### src/rtl/calc_entry_ctrl_if.sv
// calc_entry_ctrl_if
//   Bundles the keypad strobes, the ALU handshake and the operand/display
//   outputs of the calculator entry sequencer.
//   master : the sequencer (drives operands, alu_start, disp_sel, error)
//   slave  : its environment (keypad decoder, ALU, display path)
interface calc_entry_ctrl_if #(
  parameter int DIGITS = 3
);
  logic                  key_valid;
  logic [3:0]            key_value;
  logic                  alu_done;
  logic                  alu_ovf;
  logic [DIGITS*4-1:0]   operand_a;
  logic                  sign_a;
  logic [DIGITS*4-1:0]   operand_b;
  logic                  sign_b;
  logic                  op_sel;
  logic                  alu_start;
  logic [1:0]            disp_sel;
  logic                  error;

  modport master (
    input  key_valid, key_value, alu_done, alu_ovf,
    output operand_a, sign_a, operand_b, sign_b, op_sel, alu_start, disp_sel, error
  );

  modport slave (
    output key_valid, key_value, alu_done, alu_ovf,
    input  operand_a, sign_a, operand_b, sign_b, op_sel, alu_start, disp_sel, error
  );
endinterface

### src/rtl/calc_entry_ctrl.sv
// calc_entry_ctrl
//   Entry sequencer for the add/sub calculator. Turns keypad strobes into two
//   signed BCD operands and an operator, range-checks each operand, launches
//   the ALU with a start/done handshake and picks what the display shows.
// Ports
//   clk        system clock, rising edge
//   rst_n      asynchronous active-low reset
//   bus.key_valid / key_value   keypad strobe and code (rising edge = one key)
//   bus.alu_done / alu_ovf      ALU result ready / overflow (only seen in WAIT)
//   bus.operand_a/b, sign_a/b   BCD magnitudes (digit 0 in [3:0]) and signs
//   bus.op_sel                  0 = add, 1 = subtract
//   bus.alu_start               one-cycle ALU launch pulse
//   bus.disp_sel                0 A entry, 1 B entry, 2 result, 3 error
//   bus.error                   high in ERROR
//
// state     | meaning
// ----------+--------------------------------------------------
// ENTER_A   | collecting digits/sign of operand A
// ENTER_B   | operator chosen, collecting operand B
// START     | one-cycle alu_start pulse, arms the timeout
// WAIT      | waiting for alu_done or timeout
// RESULT    | ALU result on display, operands frozen
// ERROR     | range error, ALU overflow or timeout; only C leaves
module calc_entry_ctrl #(
  parameter int DIGITS  = 3,
  parameter int MAX_MAG = 127,
  parameter int TIMEOUT = 255
) (
  input  logic               clk,
  input  logic               rst_n,
  calc_entry_ctrl_if.master  bus
);

  localparam int OW = DIGITS * 4;
  localparam int CW = $clog2(DIGITS + 1);
  localparam int BW = $clog2(10 ** DIGITS);
  localparam int TW = $clog2(TIMEOUT + 1);

  localparam logic [3:0] K_ADD = 4'hA;
  localparam logic [3:0] K_SUB = 4'hB;
  localparam logic [3:0] K_CLR = 4'hC;
  localparam logic [3:0] K_NEG = 4'hD;
  localparam logic [3:0] K_EQ  = 4'hE;
  localparam logic [3:0] K_BSP = 4'hF;

  typedef enum logic [2:0] {
    S_ENTER_A,
    S_ENTER_B,
    S_START,
    S_WAIT,
    S_RESULT,
    S_ERROR
  } state_t;

  state_t          state_q, state_d;
  logic            kv_q;
  logic            evt_q;
  logic [3:0]      key_q;
  logic [OW-1:0]   a_q, a_d, b_q, b_d;
  logic            sign_a_q, sign_a_d, sign_b_q, sign_b_d;
  logic [CW-1:0]   cnt_a_q, cnt_a_d, cnt_b_q, cnt_b_d;
  logic            op_q, op_d;
  logic [TW-1:0]   tmr_q, tmr_d;

  logic            is_digit;
  logic [OW-1:0]   act_mag;
  logic [BW-1:0]   act_bin;
  logic            too_big;

  // Keypad edge detect: the event and its code are registered, so a key is
  // acted on the cycle after the key_valid rising edge; a held key is one event.
  always_ff @(posedge clk or negedge rst_n) begin
    if (!rst_n) begin
      kv_q  <= 1'b0;
      evt_q <= 1'b0;
      key_q <= 4'h0;
    end else begin
      kv_q  <= bus.key_valid;
      evt_q <= bus.key_valid & ~kv_q;
      if (bus.key_valid & ~kv_q) key_q <= bus.key_value;
    end
  end

  assign is_digit = (key_q <= 4'd9);

  // Binary value of the operand being edited, for the magnitude check.
  always_comb begin
    act_mag = (state_q == S_ENTER_B) ? b_q : a_q;
    act_bin = '0;
    for (int i = DIGITS - 1; i >= 0; i--) begin
      act_bin = act_bin * BW'(10) + BW'(act_mag[i*4 +: 4]);
    end
  end

  assign too_big = (act_bin > BW'(MAX_MAG));

  always_ff @(posedge clk or negedge rst_n) begin
    if (!rst_n) begin
      state_q  <= S_ENTER_A;
      a_q      <= '0;
      b_q      <= '0;
      sign_a_q <= 1'b0;
      sign_b_q <= 1'b0;
      cnt_a_q  <= '0;
      cnt_b_q  <= '0;
      op_q     <= 1'b0;
      tmr_q    <= '0;
    end else begin
      state_q  <= state_d;
      a_q      <= a_d;
      b_q      <= b_d;
      sign_a_q <= sign_a_d;
      sign_b_q <= sign_b_d;
      cnt_a_q  <= cnt_a_d;
      cnt_b_q  <= cnt_b_d;
      op_q     <= op_d;
      tmr_q    <= tmr_d;
    end
  end

  always_comb begin
    state_d  = state_q;
    a_d      = a_q;
    b_d      = b_q;
    sign_a_d = sign_a_q;
    sign_b_d = sign_b_q;
    cnt_a_d  = cnt_a_q;
    cnt_b_d  = cnt_b_q;
    op_d     = op_q;
    tmr_d    = tmr_q;

    if (evt_q && key_q == K_CLR) begin
      a_d      = '0;
      b_d      = '0;
      sign_a_d = 1'b0;
      sign_b_d = 1'b0;
      cnt_a_d  = '0;
      cnt_b_d  = '0;
      op_d     = 1'b0;
      state_d  = S_ENTER_A;
    end else begin
      unique case (state_q)
        S_ENTER_A: begin
          if (evt_q) begin
            if (is_digit) begin
              if (cnt_a_q != CW'(DIGITS)) begin
                a_d     = {a_q[OW-5:0], key_q};
                cnt_a_d = cnt_a_q + CW'(1);
              end
            end else if (key_q == K_BSP) begin
              if (cnt_a_q != '0) begin
                a_d     = a_q >> 4;
                cnt_a_d = cnt_a_q - CW'(1);
              end
            end else if (key_q == K_NEG) begin
              sign_a_d = ~sign_a_q;
            end else if (key_q == K_ADD || key_q == K_SUB) begin
              if (too_big) begin
                state_d = S_ERROR;
              end else begin
                op_d     = key_q[0];
                b_d      = '0;
                sign_b_d = 1'b0;
                cnt_b_d  = '0;
                state_d  = S_ENTER_B;
              end
            end
          end
        end

        S_ENTER_B: begin
          if (evt_q) begin
            if (is_digit) begin
              if (cnt_b_q != CW'(DIGITS)) begin
                b_d     = {b_q[OW-5:0], key_q};
                cnt_b_d = cnt_b_q + CW'(1);
              end
            end else if (key_q == K_BSP) begin
              if (cnt_b_q != '0) begin
                b_d     = b_q >> 4;
                cnt_b_d = cnt_b_q - CW'(1);
              end
            end else if (key_q == K_NEG) begin
              sign_b_d = ~sign_b_q;
            end else if (key_q == K_ADD || key_q == K_SUB) begin
              // Operator can still be changed until B has a digit.
              if (cnt_b_q == '0) op_d = key_q[0];
            end else if (key_q == K_EQ) begin
              if (cnt_b_q != '0) state_d = too_big ? S_ERROR : S_START;
            end
          end
        end

        S_START: begin
          // Down-counter terminates at 1 so ERROR lands exactly TIMEOUT
          // cycles after the alu_start cycle.
          tmr_d   = TW'(TIMEOUT - 1);
          state_d = S_WAIT;
        end

        S_WAIT: begin
          if (bus.alu_done) begin
            state_d = bus.alu_ovf ? S_ERROR : S_RESULT;
          end else if (tmr_q == TW'(1)) begin
            state_d = S_ERROR;
          end else begin
            tmr_d = tmr_q - TW'(1);
          end
        end

        S_RESULT: begin
          if (evt_q && is_digit) begin
            a_d      = {{(OW-4){1'b0}}, key_q};
            b_d      = '0;
            sign_a_d = 1'b0;
            sign_b_d = 1'b0;
            cnt_a_d  = CW'(1);
            cnt_b_d  = '0;
            op_d     = 1'b0;
            state_d  = S_ENTER_A;
          end
        end

        S_ERROR: begin
        end

        default: state_d = S_ENTER_A;
      endcase
    end
  end

  assign bus.operand_a = a_q;
  assign bus.operand_b = b_q;
  assign bus.sign_a    = sign_a_q;
  assign bus.sign_b    = sign_b_q;
  assign bus.op_sel    = op_q;
  assign bus.alu_start = (state_q == S_START);
  assign bus.error     = (state_q == S_ERROR);

  always_comb begin
    bus.disp_sel = 2'd0;
    case (state_q)
      S_ENTER_A:                 bus.disp_sel = 2'd0;
      S_ENTER_B, S_START, S_WAIT: bus.disp_sel = 2'd1;
      S_RESULT:                  bus.disp_sel = 2'd2;
      S_ERROR:                   bus.disp_sel = 2'd3;
      default:                   bus.disp_sel = 2'd0;
    endcase
  end

endmodule

### src/flat_wrapper.sv
// flat-port wrapper written by rule: the top's interface ports become plain ports
module calc_entry_ctrl_flat 
#(
  parameter int DIGITS  = 3,
  parameter int MAX_MAG = 127,
  parameter int TIMEOUT = 255
)
  (clk, rst_n, bus_key_valid, bus_key_value, bus_alu_done, bus_alu_ovf, bus_operand_a, bus_sign_a, bus_operand_b, bus_sign_b, bus_op_sel, bus_alu_start, bus_disp_sel, bus_error);
  calc_entry_ctrl_if #(.DIGITS(DIGITS)) bus_i ();
  input  logic clk;
  input  logic rst_n;
  input wire logic [$bits(bus_i.key_valid)-1:0] bus_key_valid;
  input wire logic [$bits(bus_i.key_value)-1:0] bus_key_value;
  input wire logic [$bits(bus_i.alu_done)-1:0] bus_alu_done;
  input wire logic [$bits(bus_i.alu_ovf)-1:0] bus_alu_ovf;
  output wire logic [$bits(bus_i.operand_a)-1:0] bus_operand_a;
  output wire logic [$bits(bus_i.sign_a)-1:0] bus_sign_a;
  output wire logic [$bits(bus_i.operand_b)-1:0] bus_operand_b;
  output wire logic [$bits(bus_i.sign_b)-1:0] bus_sign_b;
  output wire logic [$bits(bus_i.op_sel)-1:0] bus_op_sel;
  output wire logic [$bits(bus_i.alu_start)-1:0] bus_alu_start;
  output wire logic [$bits(bus_i.disp_sel)-1:0] bus_disp_sel;
  output wire logic [$bits(bus_i.error)-1:0] bus_error;
  assign bus_i.key_valid = bus_key_valid;
  assign bus_i.key_value = bus_key_value;
  assign bus_i.alu_done = bus_alu_done;
  assign bus_i.alu_ovf = bus_alu_ovf;
  assign bus_operand_a = bus_i.operand_a;
  assign bus_sign_a = bus_i.sign_a;
  assign bus_operand_b = bus_i.operand_b;
  assign bus_sign_b = bus_i.sign_b;
  assign bus_op_sel = bus_i.op_sel;
  assign bus_alu_start = bus_i.alu_start;
  assign bus_disp_sel = bus_i.disp_sel;
  assign bus_error = bus_i.error;
  calc_entry_ctrl #(.DIGITS(DIGITS), .MAX_MAG(MAX_MAG), .TIMEOUT(TIMEOUT)) u_core (.clk(clk), .rst_n(rst_n), .bus(bus_i));
endmodule
### config.mk
export PLATFORM = sky130hd
export DESIGN_NAME = calc_entry_ctrl_flat
export DESIGN_NICKNAME = d
export VERILOG_FILES = /design/src/rtl/calc_entry_ctrl_if.sv /design/src/rtl/calc_entry_ctrl.sv /design/src/flat_wrapper.sv
export SDC_FILE = /design/constraint.sdc
export NUM_CORES = 1
export LEC_CHECK = 0
export CORE_MARGIN = 3
export CORE_UTILIZATION = 36
export DETAILED_ROUTE_END_ITERATION = 10
export PLACE_DENSITY_LB_ADDON = 0.15
export SYNTH_ARGS = -nofsm -noshare
export SYNTH_HDL_FRONTEND = slang
export SYNTH_SLANG_ARGS = --single-unit
### constraint.sdc
create_clock -name clk -period 11.7 [get_ports clk]
set_input_delay 1.17 -clock clk [delete_from_list [all_inputs] [get_ports clk]]
set_output_delay 1.17 -clock clk [all_outputs]
set_load 0.05 [all_outputs]
==> reports/results.ini, run 1 <==
[power_and_ir_drop]
p_leak_uw=0.00176
pwr-share-seq_pct=26.7
netSwitchingFraction_pct=48.6
clock_power_share_pct=14.4
p_sw_uw=564
comb_power_share_pct=59.0
power_density_mw_per_mm2=284
ir_drop_mv=0.156
intPower_uw=595

[setup_path]
worst-path-max-fanout=18
startpoint_type=register
worstPathArrival_ns=6.57
required_ns=11.95
critPathKind=register to register
crit_path_end_kind=register

[clock_tree]
clock-sinks=48
ctsResizeCount=0
ctsHoldBuffers=0
postCtsSetupBuffers=0
clock_path_buffers=2
cts_tree=built
cts_buffers=5
clkTransAtPathRegs_ns=0.10
cts_root_buf=clkbuf_8
clock_latency_ns=0.31
cts_max_level=2

[timing]
max-slew-margin-rel_pct=46.9
worstMarginPinSlew_ns=0.794
fmax_mhz=158
min_period_over_period_pct=54.0
period_needed_ns=6.32
slew_viol_final=0
hold_viol_final=0
rsz0062_at_grt=no
skew_ns=0.00906
setup_ws_ns=5.38
setup_tns_ns=0
setup_viol=0

[cells_and_area]
num_antenna_cells=0
most-common-layout-cells=dfrtp_1 (48), nand2_1 (40), clkdlybuf4s50_1 (38)
nNetsFinal=440
post-route-util_pct=45.4
mostFrequentLayoutCell=dfrtp_1
synthToLayoutAreaGrowth_pct=19.2
drive_gt1_share_pct=8.35

[routing]
drc=0
ant_nets=0
drt-total-wl_microns=8490
viasPerCell=5.39
wl_per_cell_microns=15.9
first_pass_iters=4
drt_iter0_markers=105
vias=2873

[placement]
portBuffers=39
place_ws_ns=5.40
hpwl_microns=6110
place_congestion=0.846

[global_route]
grt_pass1_wl_microns=14300
grt_pass1_vias=2868
grtUsageTotal_pct=16.8
grt-ovfl-total=0
antenna_found_initial=0
grt_max_degree=49

[logic_synthesis]
ys_ff_latch=48
yosys.area.top_type=dfrtp_1
synth_edf_count=0
yosysWarnings=0
syn_area_per_cell_sq_um=9.15
synthTopCellsByArea=dfrtp_1 (35%), ha_1 (8.0%), mux2i_1 (4.7%)
synth_fp_nets=408
yosys_most_used_dff=dfrtp_1
async_reset_ff_share_pct=100
netlist_area_sq_mm=0.00342
synth_top_area_share_pct=35.1
yosysSeqAreaShare_pct=35.1
synth_cells=374
ys_types=55

[worst_hold_path]
worst_hold_path_type=register to register

[floorplan]
die_area_sq_mm=0.0107
fp.dieW_microns=103
coreArea_sq_mm=0.00898
start_util_pct=38.1
ios=40
die_height_microns=103
rows=34

[run]
max-cap-violations=0

[run_status]
status=completed

[worst max-delay path, stage by stage (launching register included)]
cell	delay [ns]
dfrtp_1	0.57
nor3b_2	0.24
buf_4	0.25
mux2i_1	0.37
clkinv_1	0.24
ha_1	0.27
nand2b_1	0.18
nor2b_1	0.15
ha_1	0.34
nand3_1	0.08
o21ai_0	0.39
xnor2_1	0.21
xor2_1	0.18
ha_1	0.25
ha_1	0.33
o21ai_0	0.11
nor2_1	0.10
or3_4	0.41
o311ai_0	0.47
a211o_1	0.26
a21oi_4	0.09
o21ai_2	0.52
a22o_1	0.24
[synth_stat cells, types with 8 or more instances]
master     n
dfrtp_1   48
nand2_1   40
o21ai_0   25
nor2_1    24
ha_1      22
a21oi_1   16
clkbuf_1  16
inv_1     16
mux2i_1   16
xnor2_1   15
mux2_2    13
nor3_1     9
a21o_1     8
o31ai_1    8
[cell families after synthesis]
group	Yosys count	share of synthesized area (%)
adders and majority gates	25	9.80
and+or+nand+nor	120	17.7
xor gates and xnor gates	17	4.35
buffers and inverters	35	4.10
DFF	48	35.1
muxes	29	8.96
AOI/OAI and AO/OA	100	20.0
[per-stage QoR]
| stage | power [uW] | instances | area [sq um] | hold WS (ns) |
|---|---|---|---|---|
| after detailed placement | 993 | 525 | 3920 | 0.483 |
| after CTS | 1170 | 533 | 4080 | 0.494 |
| after global routing | 1250 | 533 | 4080 | 0.513 |
| final | 1160 | 533 | 4080 | 0.491 |
| after floorplan | 802 | 374 | 3420 | 0.468 |
| after global placement | 987 | 525 | 3920 | 0.474 |
[layout make-up]
cell class              instances  area (sq um)
flip-flops and latches         48          1200
multi-input cells             291          2080
clock inverters                 3          90.1
fillers                       874          4900
repair buffers                 43           415
inverters                      17          63.8
well taps                     126           158
clock buffers                   5          68.8
[power groups by stage]
stage | Sequential (uW) | Clock, uW | Combinational, uW
after floorplan | 393 | 0 | 410
after global placement | 310 | 0 | 677
after detailed placement | 311 | 0 | 682
after CTS | 308 | 169 | 690
after global routing | 321 | 178 | 755
final | 309 | 166 | 684
[final timing paths]
path / depth (start not counted) / end / slack (ns) / from
max: 22 / u_core.bus.operand_b[9] / 5.38 / u_core.state_q[2]
min: 1 / u_core.bus.sign_a / 0.49 / u_core.bus.sign_a
max reg2reg: 22 / u_core.bus.operand_b[9] / 5.38 / u_core.state_q[2]
min reg2reg: 1 / u_core.bus.sign_a / 0.49 / u_core.bus.sign_a
max in group asynchronous: 2 / u_core.tmr_q[5] / 10.33 / rst_n
min in group asynchronous: 2 / u_core.kv_q / 0.95 / rst_n
[routing by layer]
metal / vias to the layer above / track usage, % / routed length (microns)
li1: 1410 / - / -
met1: 1386 / 24.6 / 4150
met2: 68 / 26.3 / 3810
met3: 9 / 2.82 / 438
met4: 0 / 3.59 / 91
met5: - / 0 / 0
[registers in the layout, indices dropped and copies added (netlist names), 2 cells and up]
| signal | cells |
|---|---|
| u_core.cnt_a_q | 2 |
| u_core.tmr_q | 8 |
| u_core.cnt_b_q | 2 |
| u_core.key_q | 4 |
| u_core.bus.operand_a | 12 |
| u_core.state_q | 3 |
| u_core.bus.operand_b | 12 |
Note: power is estimated with default switching activity, not from simulation.
==> run 2: changes to the inputs <==
clock period = 6.6 ns   (was 11.7 ns; I/O delays follow)
==> run 2 against run 1 <==
Against the previous run:
- register-to-register slack got worse by 4.9 ns
- critical endpoint is now u_core.bus.operand_b[10]
- sequential cell count unchanged
- die area unchanged
- clock power increased by 77%
- first-iteration DRC count decreased by 5.7%
==> reports/results.ini, run 2 (same netlist as run 1, synthesis figures left out) <==
[placement]
dp_cells=525  ; unchanged
place_congestion=0.787  ; -7.1%
place_ws_ns=0.506  ; -4.90 ns
portBuffers=39  ; unchanged
hpwl_microns=6080  ; -0.44%

[floorplan]
rows=34  ; unchanged
coreArea_sq_mm=0.00898  ; unchanged
fp.dieW_microns=103  ; unchanged
die_area_sq_mm=0.0107  ; unchanged
ios=40  ; unchanged
die_height_microns=103  ; unchanged
start_util_pct=38.1  ; unchanged

[clock_tree]
clkTransAtPathRegs_ns=0.10  ; about the same
clock_latency_ns=0.31  ; about the same
cts_tree=built
cts_buffers=5  ; unchanged
ctsHoldBuffers=0  ; unchanged
cts_max_level=2  ; unchanged
clock-sinks=48  ; unchanged
cts_root_buf=clkbuf_8
ctsResizeCount=0  ; unchanged
clock_path_buffers=2  ; unchanged
postCtsSetupBuffers=0  ; unchanged

[routing]
ant_nets=0  ; unchanged
drc=0  ; unchanged
wl_per_cell_microns=15.7  ; -1.3%
first_pass_iters=4  ; unchanged
drt-total-wl_microns=8380  ; -1.3%
vias=2800  ; -2.5%
drt_iter0_markers=99  ; -5.7%
viasPerCell=5.25  ; -2.5%

[setup_path]
startpoint_type=register
worst-path-max-fanout=14  ; -4
required_ns=6.85  ; -5.10 ns
critPathKind=register to register
reg2reg_slack_ns=0.47  ; -4.91 ns
crit_path_end_kind=register
worstPathArrival_ns=6.38  ; -0.19 ns

[global_route]
antenna_found_initial=0  ; unchanged
grtUsageTotal_pct=16.4  ; -0.43 points
grt_pass1_wl_microns=13800  ; -3.6%
grt_max_degree=49  ; unchanged
grt_pass1_vias=2664  ; -7.1%
grt-ovfl-total=0  ; unchanged

[timing]
fmax_mhz=163  ; +3.1%
worstMarginPinSlew_ns=0.809  ; +0.0156 ns
setup_viol=0  ; unchanged
hold_viol_final=0  ; unchanged
min_period_over_period_pct=92.9  ; +39 points
max-slew-margin-rel_pct=45.8  ; -1.0 points
period_needed_ns=6.13  ; -0.188 ns
slew_viol_final=0  ; unchanged
setup_tns_ns=0  ; unchanged
rsz0062_at_grt=no
skew_ns=0.0102  ; +0.00112 ns
setup_ws_ns=0.467  ; -4.91 ns

[run_status]
status=completed

[cells_and_area]
num_antenna_cells=0  ; unchanged
synthToLayoutAreaGrowth_pct=19.2  ; unchanged
nNetsFinal=440  ; unchanged
most-common-layout-cells=dfrtp_1 (48), nand2_1 (40), clkdlybuf4s50_1 (38)
fin_cells=533  ; unchanged
fillers=882  ; +0.92%
mostFrequentLayoutCell=dfrtp_1
drive_gt1_share_pct=8.35  ; unchanged

[run]
max-cap-violations=0  ; unchanged

[power_and_ir_drop]
fin_total_pwr_uw=2050  ; +77%
power_density_mw_per_mm2=503  ; +77%
ir_drop_mv=0.298  ; +91%
p_leak_uw=0.00176  ; unchanged

[worst_hold_path]
worst_hold_path_type=primary input to async pin

run 2: cell counts in the layout (fill, tap and decap cells not counted):
No cell type changed its count.
run 2: path summary, 6_finish.rpt:
| check | depth (start not counted) | from | endpoint |
|---|---|---|---|
| max in group asynchronous | 2 | rst_n | u_core.state_q[2] |
| hold / removal | 2 | rst_n | u_core.kv_q |
| setup reg to reg | 21 | u_core.state_q[0] | u_core.bus.operand_b[10] |
| hold reg to reg | 1 | u_core.bus.sign_a | u_core.bus.sign_a |
| setup / recovery | 21 | u_core.state_q[0] | u_core.bus.operand_b[10] |
| min in group clk | 1 | u_core.bus.sign_a | u_core.bus.sign_a |
run 2: layout make-up:
class	count	area [sq um]	share of cell area, %
clock buffers	5	68.8	1.69
well taps	126	158	3.87
clock inverters	3	90.1	2.21
multi-input cells	291	2080	51.0
flip-flops and latches	48	1200	29.5
repair buffers	43	415	10.2
inverters	17	63.8	1.57
run 2: worst max-delay path, stage by stage, from the launching register on:
cell      delay (ns)
dfrtp_1         0.58
nor3b_2         0.32
buf_4           0.27
mux2_2          0.39
ha_1            0.21
nand2b_1        0.18
nor2b_1         0.15
ha_1            0.34
nand3_1         0.09
o21ai_0         0.37
xnor2_1         0.22
xor2_1          0.18
ha_1            0.25
ha_1            0.32
o21ai_0         0.12
nor2_1          0.11
or3_4           0.41
o311ai_0        0.45
a211o_1         0.26
a21oi_4         0.09
o21ai_2         0.51
a22o_1          0.25
run 2: metal layers:
metal / wire (microns) / up-vias / part of all wire (%) / track usage (%)
li1: - / 1412 / - / -
met1: 4220 / 1324 / 50 / 24.1
met2: 3740 / 60 / 45 / 25.6
met4: 50 / 0 / 0.60 / 2.69
met5: 0 / - / 0 / 0
met3: 369 / 4 / 4.4 / 2.88
run 2: where the power goes:
part	internal, uW	leakage [uW]	switching (uW)
clock	189	0.0000784	104
combinational	474	0.00108	734
sequential	392	0.000602	158
run 2: metrics by stage:
stage / hold WS (ns) / util [%] / area (sq um)
4_1_cts: 0.477 / 45.4 / 4080
5_1_grt: 0.502 / 45.4 / 4080
2_1_floorplan: 0.364 / - / 3420
3_3_place_gp: 0.474 / 43.6 / 3920
3_5_place_dp: 0.463 / 43.6 / 3920
6_report: 0.450 / 45.4 / 4080
==> run 3: changes to the inputs <==
ABC_CLOCK_PERIOD_IN_PS = 6600   (was unset)
SKIP_LAST_GASP = 1   (was unset)
==> results of run 3 <==
Final layout, timing and power as in run 2 (identical DEF).
